<file path="src/rtl/soc_input_ctrl_if.sv">
// Handshake bundle between the input controller and the SOC processing core.
// The master side is the controller; the slave side is the core.
interface soc_input_ctrl_if;
  logic       start_o;
  logic       done_i;
  logic [1:0] mode_o;
  logic       buzzer_en_o;
  logic       busy_o;
  logic       err_o;
  logic       abort_o;

  modport master (
    output start_o,
    output mode_o,
    output buzzer_en_o,
    output busy_o,
    output err_o,
    output abort_o,
    input  done_i
  );

  modport slave (
    input  start_o,
    input  mode_o,
    input  buzzer_en_o,
    input  busy_o,
    input  err_o,
    input  abort_o,
    output done_i
  );
endinterface

</file>
<file path="src/rtl/soc_input_ctrl.sv">
// Switch/START conditioning (2-FF sync, debounce, edge detect) and run-control FSM for the core.
// Long-press abort of a running job is built only when LONG_PRESS_ABORT_EN is defined.
module soc_input_ctrl #(
  parameter int unsigned DEBOUNCE_CYCLES = 500000,
  parameter int unsigned ABORT_CYCLES    = 100000000
) (
  input  logic              clk,
  input  logic              rst,
  input  logic              MODE1_START_I,
  input  logic              MODE2_START_I,
  input  logic              BUZZER_MODE_I,
  input  logic              START_I,
  soc_input_ctrl_if.master  core,
  output logic              LED1_ON_o,
  output logic              LED2_ON_o,
  output logic              LED_IDLE_O
);

  localparam int unsigned NumIn    = 4;
  localparam int unsigned IdxM1    = 0;
  localparam int unsigned IdxM2    = 1;
  localparam int unsigned IdxBuz   = 2;
  localparam int unsigned IdxStart = 3;

  localparam int unsigned CntW = (DEBOUNCE_CYCLES > 2) ? $clog2(DEBOUNCE_CYCLES) : 1;
  localparam logic [CntW-1:0] CntMax = CntW'(DEBOUNCE_CYCLES - 1);

  typedef enum logic [1:0] {
    StIdle,
    StRun1,
    StRun2,
    StErr
  } state_e;

  // ---------------------------------------------------------------------------
  // Input conditioning
  // ---------------------------------------------------------------------------
  logic [NumIn-1:0]           raw;
  logic [NumIn-1:0]           sync1_q;
  logic [NumIn-1:0]           sync2_q;
  logic [NumIn-1:0]           db_q;
  logic [NumIn-1:0]           db_d;
  logic [NumIn-1:0][CntW-1:0] cnt_q;
  logic [NumIn-1:0][CntW-1:0] cnt_d;

  assign raw = {START_I, BUZZER_MODE_I, MODE2_START_I, MODE1_START_I};

  always_ff @(posedge clk or posedge rst) begin
    if (rst) begin
      sync1_q <= '0;
      sync2_q <= '0;
      db_q    <= '0;
      cnt_q   <= '0;
    end else begin
      sync1_q <= raw;
      sync2_q <= sync1_q;
      db_q    <= db_d;
      cnt_q   <= cnt_d;
    end
  end

  always_comb begin
    db_d  = db_q;
    cnt_d = '0;
    for (int unsigned i = 0; i < NumIn; i++) begin
      if (sync2_q[i] != db_q[i]) begin
        if (cnt_q[i] == CntMax) begin
          db_d[i] = sync2_q[i];
        end else begin
          cnt_d[i] = cnt_q[i] + CntW'(1);
        end
      end
    end
  end

  // Decisions look at the debounced next values so start_o is registered on the
  // same edge that the debounced START rises; db_q is then the one-cycle delay.
  logic m1;
  logic m2;
  logic start_rise;

  assign m1         = db_d[IdxM1];
  assign m2         = db_d[IdxM2];
  assign start_rise = db_d[IdxStart] & ~db_q[IdxStart];

  // ---------------------------------------------------------------------------
  // Run-control FSM
  // ---------------------------------------------------------------------------
  state_e     state_q;
  state_e     state_d;
  logic       start_q;
  logic       start_d;
  logic [1:0] mode_q;
  logic [1:0] mode_d;
  logic       buz_q;
  logic       buz_d;
  logic       busy_q;
  logic       busy_d;
  logic       err_q;
  logic       err_d;
  logic       led1_q;
  logic       led1_d;
  logic       led2_q;
  logic       led2_d;
  logic       idle_q;
  logic       idle_d;

`ifdef LONG_PRESS_ABORT_EN
  localparam int unsigned HoldW = (ABORT_CYCLES > 2) ? $clog2(ABORT_CYCLES) : 1;
  localparam logic [HoldW-1:0] HoldMax = HoldW'(ABORT_CYCLES - 1);

  logic [HoldW-1:0] hold_q;
  logic [HoldW-1:0] hold_d;
  logic             running;
  logic             abort_hit;
  logic             abort_q;
  logic             abort_d;

  // Cleared while idle, so the press that launched a run counts from its rising edge.
  assign running   = (state_q == StRun1) || (state_q == StRun2);
  assign hold_d    = (running && db_d[IdxStart]) ? hold_q + HoldW'(1) : '0;
  assign abort_hit = running && db_d[IdxStart] && (hold_q == HoldMax);

  always_ff @(posedge clk or posedge rst) begin
    if (rst) begin
      hold_q  <= '0;
      abort_q <= 1'b0;
    end else begin
      hold_q  <= hold_d;
      abort_q <= abort_d;
    end
  end

  assign core.abort_o = abort_q;
`else
  logic unused_abort_cfg;
  assign unused_abort_cfg = ^ABORT_CYCLES;
  assign core.abort_o     = 1'b0;
`endif

  always_comb begin
    state_d = state_q;
    start_d = 1'b0;
    mode_d  = mode_q;
    buz_d   = buz_q;
`ifdef LONG_PRESS_ABORT_EN
    abort_d = 1'b0;
`endif
    case (state_q)
      StIdle: begin
        if (start_rise) begin
          if (m1 && !m2) begin
            state_d = StRun1;
            start_d = 1'b1;
            mode_d  = 2'b01;
            buz_d   = db_d[IdxBuz];
          end else if (!m1 && m2) begin
            state_d = StRun2;
            start_d = 1'b1;
            mode_d  = 2'b10;
            buz_d   = db_d[IdxBuz];
          end else if (m1 && m2) begin
            state_d = StErr;
          end
        end
      end
      StRun1, StRun2: begin
`ifdef LONG_PRESS_ABORT_EN
        if (abort_hit) begin
          state_d = StIdle;
          abort_d = 1'b1;
          mode_d  = 2'b00;
          buz_d   = 1'b0;
        end else
`endif
        // A done coinciding with our own start pulse belongs to no job of ours.
        if (core.done_i && !start_q) begin
          state_d = StIdle;
          mode_d  = 2'b00;
          buz_d   = 1'b0;
        end
      end
      StErr: begin
        if (!m1 && !m2) begin
          state_d = StIdle;
        end
      end
      default: state_d = StIdle;
    endcase
  end

  assign busy_d = (state_d == StRun1) || (state_d == StRun2);
  assign err_d  = (state_d == StErr);
  assign led1_d = (state_d == StRun1);
  assign led2_d = (state_d == StRun2);
  assign idle_d = (state_d == StIdle);

  always_ff @(posedge clk or posedge rst) begin
    if (rst) begin
      state_q <= StIdle;
      start_q <= 1'b0;
      mode_q  <= 2'b00;
      buz_q   <= 1'b0;
      busy_q  <= 1'b0;
      err_q   <= 1'b0;
      led1_q  <= 1'b0;
      led2_q  <= 1'b0;
      idle_q  <= 1'b1;
    end else begin
      state_q <= state_d;
      start_q <= start_d;
      mode_q  <= mode_d;
      buz_q   <= buz_d;
      busy_q  <= busy_d;
      err_q   <= err_d;
      led1_q  <= led1_d;
      led2_q  <= led2_d;
      idle_q  <= idle_d;
    end
  end

  assign core.start_o     = start_q;
  assign core.mode_o      = mode_q;
  assign core.buzzer_en_o = buz_q;
  assign core.busy_o      = busy_q;
  assign core.err_o       = err_q;
  assign LED1_ON_o        = led1_q;
  assign LED2_ON_o        = led2_q;
  assign LED_IDLE_O       = idle_q;

endmodule

</file>
<file path="src/flat_wrapper.sv">
// flat-port wrapper written by rule: the top's interface ports become plain ports
module soc_input_ctrl_flat 
#(
  parameter int unsigned DEBOUNCE_CYCLES = 500000,
  parameter int unsigned ABORT_CYCLES    = 100000000
)
  (clk, rst, MODE1_START_I, MODE2_START_I, BUZZER_MODE_I, START_I, LED1_ON_o, LED2_ON_o, LED_IDLE_O, core_start_o, core_mode_o, core_buzzer_en_o, core_busy_o, core_err_o, core_abort_o, core_done_i);
  soc_input_ctrl_if core_i ();
  input  logic clk;
  input  logic rst;
  input  logic MODE1_START_I;
  input  logic MODE2_START_I;
  input  logic BUZZER_MODE_I;
  input  logic START_I;
  output logic LED1_ON_o;
  output logic LED2_ON_o;
  output logic LED_IDLE_O;
  output wire logic [$bits(core_i.start_o)-1:0] core_start_o;
  output wire logic [$bits(core_i.mode_o)-1:0] core_mode_o;
  output wire logic [$bits(core_i.buzzer_en_o)-1:0] core_buzzer_en_o;
  output wire logic [$bits(core_i.busy_o)-1:0] core_busy_o;
  output wire logic [$bits(core_i.err_o)-1:0] core_err_o;
  output wire logic [$bits(core_i.abort_o)-1:0] core_abort_o;
  input wire logic [$bits(core_i.done_i)-1:0] core_done_i;
  assign core_start_o = core_i.start_o;
  assign core_mode_o = core_i.mode_o;
  assign core_buzzer_en_o = core_i.buzzer_en_o;
  assign core_busy_o = core_i.busy_o;
  assign core_err_o = core_i.err_o;
  assign core_abort_o = core_i.abort_o;
  assign core_i.done_i = core_done_i;
  soc_input_ctrl #(.DEBOUNCE_CYCLES(DEBOUNCE_CYCLES), .ABORT_CYCLES(ABORT_CYCLES)) u_core (.clk(clk), .rst(rst), .MODE1_START_I(MODE1_START_I), .MODE2_START_I(MODE2_START_I), .BUZZER_MODE_I(BUZZER_MODE_I), .START_I(START_I), .core(core_i), .LED1_ON_o(LED1_ON_o), .LED2_ON_o(LED2_ON_o), .LED_IDLE_O(LED_IDLE_O));
endmodule
</file>
<file path="config.mk">
export PLATFORM = sky130hd
export DESIGN_NAME = soc_input_ctrl_flat
export DESIGN_NICKNAME = d
export VERILOG_FILES = /design/src/rtl/soc_input_ctrl_if.sv /design/src/rtl/soc_input_ctrl.sv /design/src/flat_wrapper.sv
export SDC_FILE = /design/constraint.sdc
export NUM_CORES = 1
export LEC_CHECK = 0
export CAP_MARGIN = 20
export CORE_MARGIN = 2
export CORE_UTILIZATION = 55
export CTS_CLUSTER_DIAMETER = 60
export DETAILED_ROUTE_END_ITERATION = 12
export HOLD_SLACK_MARGIN = 0.12
export PLACE_DENSITY = 0.72
export SLEW_MARGIN = 20
export SYNTH_ARGS = -nofsm -noshare
export SYNTH_HDL_FRONTEND = slang
export SYNTH_SLANG_ARGS = --single-unit
</file>
<file path="constraint.sdc">
create_clock -name clk -period 3.55 [get_ports clk]
set_input_delay 0.71 -clock clk [delete_from_list [all_inputs] [get_ports clk]]
set_output_delay 0.71 -clock clk [all_outputs]
set_load 0.01 [all_outputs]
</file>
==> flow_summary_export.csv <==
group,metric,value,unit
cells_and_area,finalNonFillerCells,582,
cts,cts.sinks,99,
setup_path,crit_chain,"or4b_1, nor4_1, a21boi_0, nor2_1, ha_1, inv_1, a221oi_1, nor2_1, mux2_4, a21oi_1, ha_1, inv_1",
yosys,synthMuxAreaShare,2.09,%
global_route,grt_pass1_wl,14.0,mm
yosys,synth_cell_type_count,45,
yosys,synthAdderAreaFrac,2.95,%
global_route,grt_util_all_layers,19.3,%
pwr,pwr-share-clk,39.7,%
cells_and_area,finalNetCount,490,
routing,vias,3154,
routing,drtIter0Drc,92,
sta,tns,0,ps
pwr,power_frac_seq,56.9,%
yosys,synthCells,454,
sta,relSlewSlack,61.0,%
cts,clockBufferDepth,2,
sta,clock_skew,10.4,ps
placement,placed_cell_area,4940,um2
pwr,ir_drop,239,uV
sta,max_freq,317,MHz
placement,gp_congestion,0.860,
job,max_cap_viol_count,0,
setup_path,crit_required,3850,ps
cts,cts_inserted_buffers,9,
cts,cts_tree,"done",
yosys,synth_top_family_by_area,"simple AND/OR/NAND/NOR gates",
cts,clk_pin_slew_worst_paths,100,ps
setup_path,cp_max_fo,5,
global_route,grt_max_degree,56,
setup_path,slowest_stage,"or4b_1",
yosys,synthesis.area,4670,um2
yosys,ys_top_cells_by_area,"dfrtp_1 53%, xor2_1 8.1%, nor2_1 7.6%",
pwr,combinationalPowerShare,3.4,%
yosys,ys_seq_elements,99,
yosys,synth_top_area_cell,"dfrtp_1",
global_route,antenna_found_initial,0,
cells_and_area,diodes,0,
sta,hold_viol,0,
yosys,synth.most_common_cell,"dfrtp_1",
cells_and_area,fillers,642,
cells_and_area,drive_gt1_share,6.71,%
routing,wl_per_cell,13.4,um
yosys,synth_top_area_share,52.5,%
die,dieArea,9240,um2
yosys,syn-num-nets,472,
cells_and_area,synthToLayoutAreaGrowth,10.8,%
placement,placedCellCount,566,
sta,rsz0062_at_grt,"false",
routing,drt_wl_total,7.82,mm
pwr,p_per_area,392,nW/um2
placement,dp_hpwl,5.34,mm
placement,port-buffer-count,15,
global_route,grt_overflow,0,
sta,worst_pin_slew,586,ps
pwr,p_leak,2.27,nW
setup_path,critPathLaunchType,"register",
die,die_w,96.1,um
setup_path,crit_arrival,3460,ps
sta,period_share,89.0,%
cells_and_area,design_area,5170,um2
yosys,async_reset_ff_share,100,%
yosys,synth_edf_count,0,
routing,first_pass_iters,5,
die,die-height,96.1,um
pwr,p_int,0.00157,W
pwr,switchingPower,0.000458,W
sta,slew_viol_final,0,
routing,drtAntennaViolNets,0,
cts,post-cts-setup-buffers,0,
die,ios,17,
yosys,synthSimpleGateAreaFrac,23.0,%
global_route,grt_pass1_vias,3110,
yosys,yosys_warnings,0,
die,num_rows,33,
yosys,synthXorXnorAreaFrac,13.1,%
sta,setup_violations,0,
cts,htreeDepth,3,
die,floorplan.initialDensity,56.8,%
setup_path,cpPeakStageDelay,510,ps
pwr,netSwitchingFraction,22.6,%
run_status,status,"completed",
yosys,synthTopCellsByCount,"98 x dfrtp_1, 94 x nor2_1, 43 x xor2_1, 28 x nand2_1, 27 x xnor2_1",
yosys,avgSynthCellArea,10.3,um2
die,core-area,8220,um2
worst_hold_path,hold_path_class,"reg -> reg",
yosys,synth_flop_cell,"dfrtp_1",
yosys,ys_seq_area_share,53.1,%
sta,finalCriticalPeriod,3160,ps
routing,drcViolationCount,0,
yosys,synth_compound_area_share,3.35,%
routing,viasPerCell,5.42,
cts,root_buffer,"clkbuf_8",
cts,insertion_delay,360,ps
setup_path,worstSetupEndpointType,"register",
setup_path,path_class,"reg -> reg",
==> layout make-up <==
type	count	area, um2	share of cell area, %
sequential	99	2480	47.9
multi-input combinational	328	2090	40.4
timing repair buffer	18	185	3.58
tap	105	131	2.54
clock buffer	10	128	2.47
clock inverter	6	96.3	1.86
inverter	16	62.6	1.21
==> power groups by stage <==
stage	sequential (W)	combinational (W)	clock [W]
final	0.00116	0.0000681	0.000806
after global routing	0.00116	0.0000821	0.000870
after CTS	0.00116	0.0000714	0.000833
after detailed placement	0.00118	0.0000710	0
after global placement	0.00118	0.0000696	0
after floorplan	0.00117	0.0000497	0
==> cell families (layout without fill, tap and decap cells) <==
logic type,count (synthesis),after routing
AOI/OAI and AO/OA,21,21
xor gates and xnor gates,70,70
adders and majority gates,11,11
buffers and inverters,27,50
DFF,99,99
muxes,9,9
other,1,1
and+or+nand+nor,216,216
==> sequential cells by signal, indices dropped and copies added (netlist names) <==
signal	flops
u_core.core.busy_o	1
u_core.sync2_q	4
u_core.core.mode_o	2
u_core.LED2_ON_o	1
u_core.cnt_q	76
u_core.sync1_q	4
u_core.core.buzzer_en_o	1
u_core.core.start_o	1
u_core.LED_IDLE_O	1
u_core.core.err_o	1
u_core.state_q	2
u_core.LED1_ON_o	1
u_core.db_q	4
==> per-layer routing <==
| metal | vias up | track usage (%) | part of all wire (%) |
|---|---|---|---|
| met2 | 46 | 30.7 | 48 |
| met5 | - | 0 | 0 |
| met1 | 1539 | 26.3 | 48 |
| met4 | 0 | 6.43 | 1.4 |
| met3 | 9 | 4.39 | 3.1 |
| li1 | 1560 | - | - |
==> cell usage in the layout, fill, tap and decap left out, types with 15 or more instances in the layout <==
cell type / Yosys / final
xor2_1: 43 / 43
clkdlybuf4s50_1: 0 / 15
nand2_1: 28 / 28
nand4_1: 20 / 20
dfrtp_1: 98 / 98
nor2_1: 94 / 94
xnor2_1: 27 / 27
nand3_1: 24 / 24
inv_1: 16 / 15
==> critical path, delay by kind of cell, from the launching register on <==
kind	cells	cell delay, ps
compound gates	3	650
flops	1	440
buf+inv	2	100
fa+ha+maj	2	440
simple gates	4	1190
mux	1	280
==> through the flow <==
stage	utilization [%]	worst slack [ps]	hold slack [ps]	power (W)
6_report	62.9	392	357	0.00203
5_1_grt	62.9	49.9	373	0.00211
4_1_cts	62.8	325	362	0.00206
3_3_place_gp	60.1	477	339	0.00125
3_5_place_dp	60.1	340	338	0.00125
2_1_floorplan	-	251	331	0.00122
==> path summary, 6_finish.rpt <==
check                                            start                           end  slack [ps]  depth (start not counted)
setup / recovery            u_core.cnt_q[28]$_DFF_PP0_  u_core.core.busy_o$_DFF_PP0_         390                         12
min in group asynchronous                          rst    u_core.cnt_q[33]$_DFF_PP0_         760                          2
setup reg to reg            u_core.cnt_q[28]$_DFF_PP0_  u_core.core.busy_o$_DFF_PP0_         390                         12
hold / removal             u_core.sync1_q[0]$_DFF_PP0_   u_core.sync2_q[0]$_DFF_PP0_         360                          0
hold reg to reg            u_core.sync1_q[0]$_DFF_PP0_   u_core.sync2_q[0]$_DFF_PP0_         360                          0
max in group asynchronous                          rst   u_core.LED_IDLE_O$_DFF_PP1_        2090                          3
==> timing repair <==
action	in CTS	in global routing
hold buffers	0	0
resized for setup	0	1
hold endpoints to repair	0	0
endpoints found under the setup margin	0	1
Note: power is estimated with default switching activity, not from simulation.
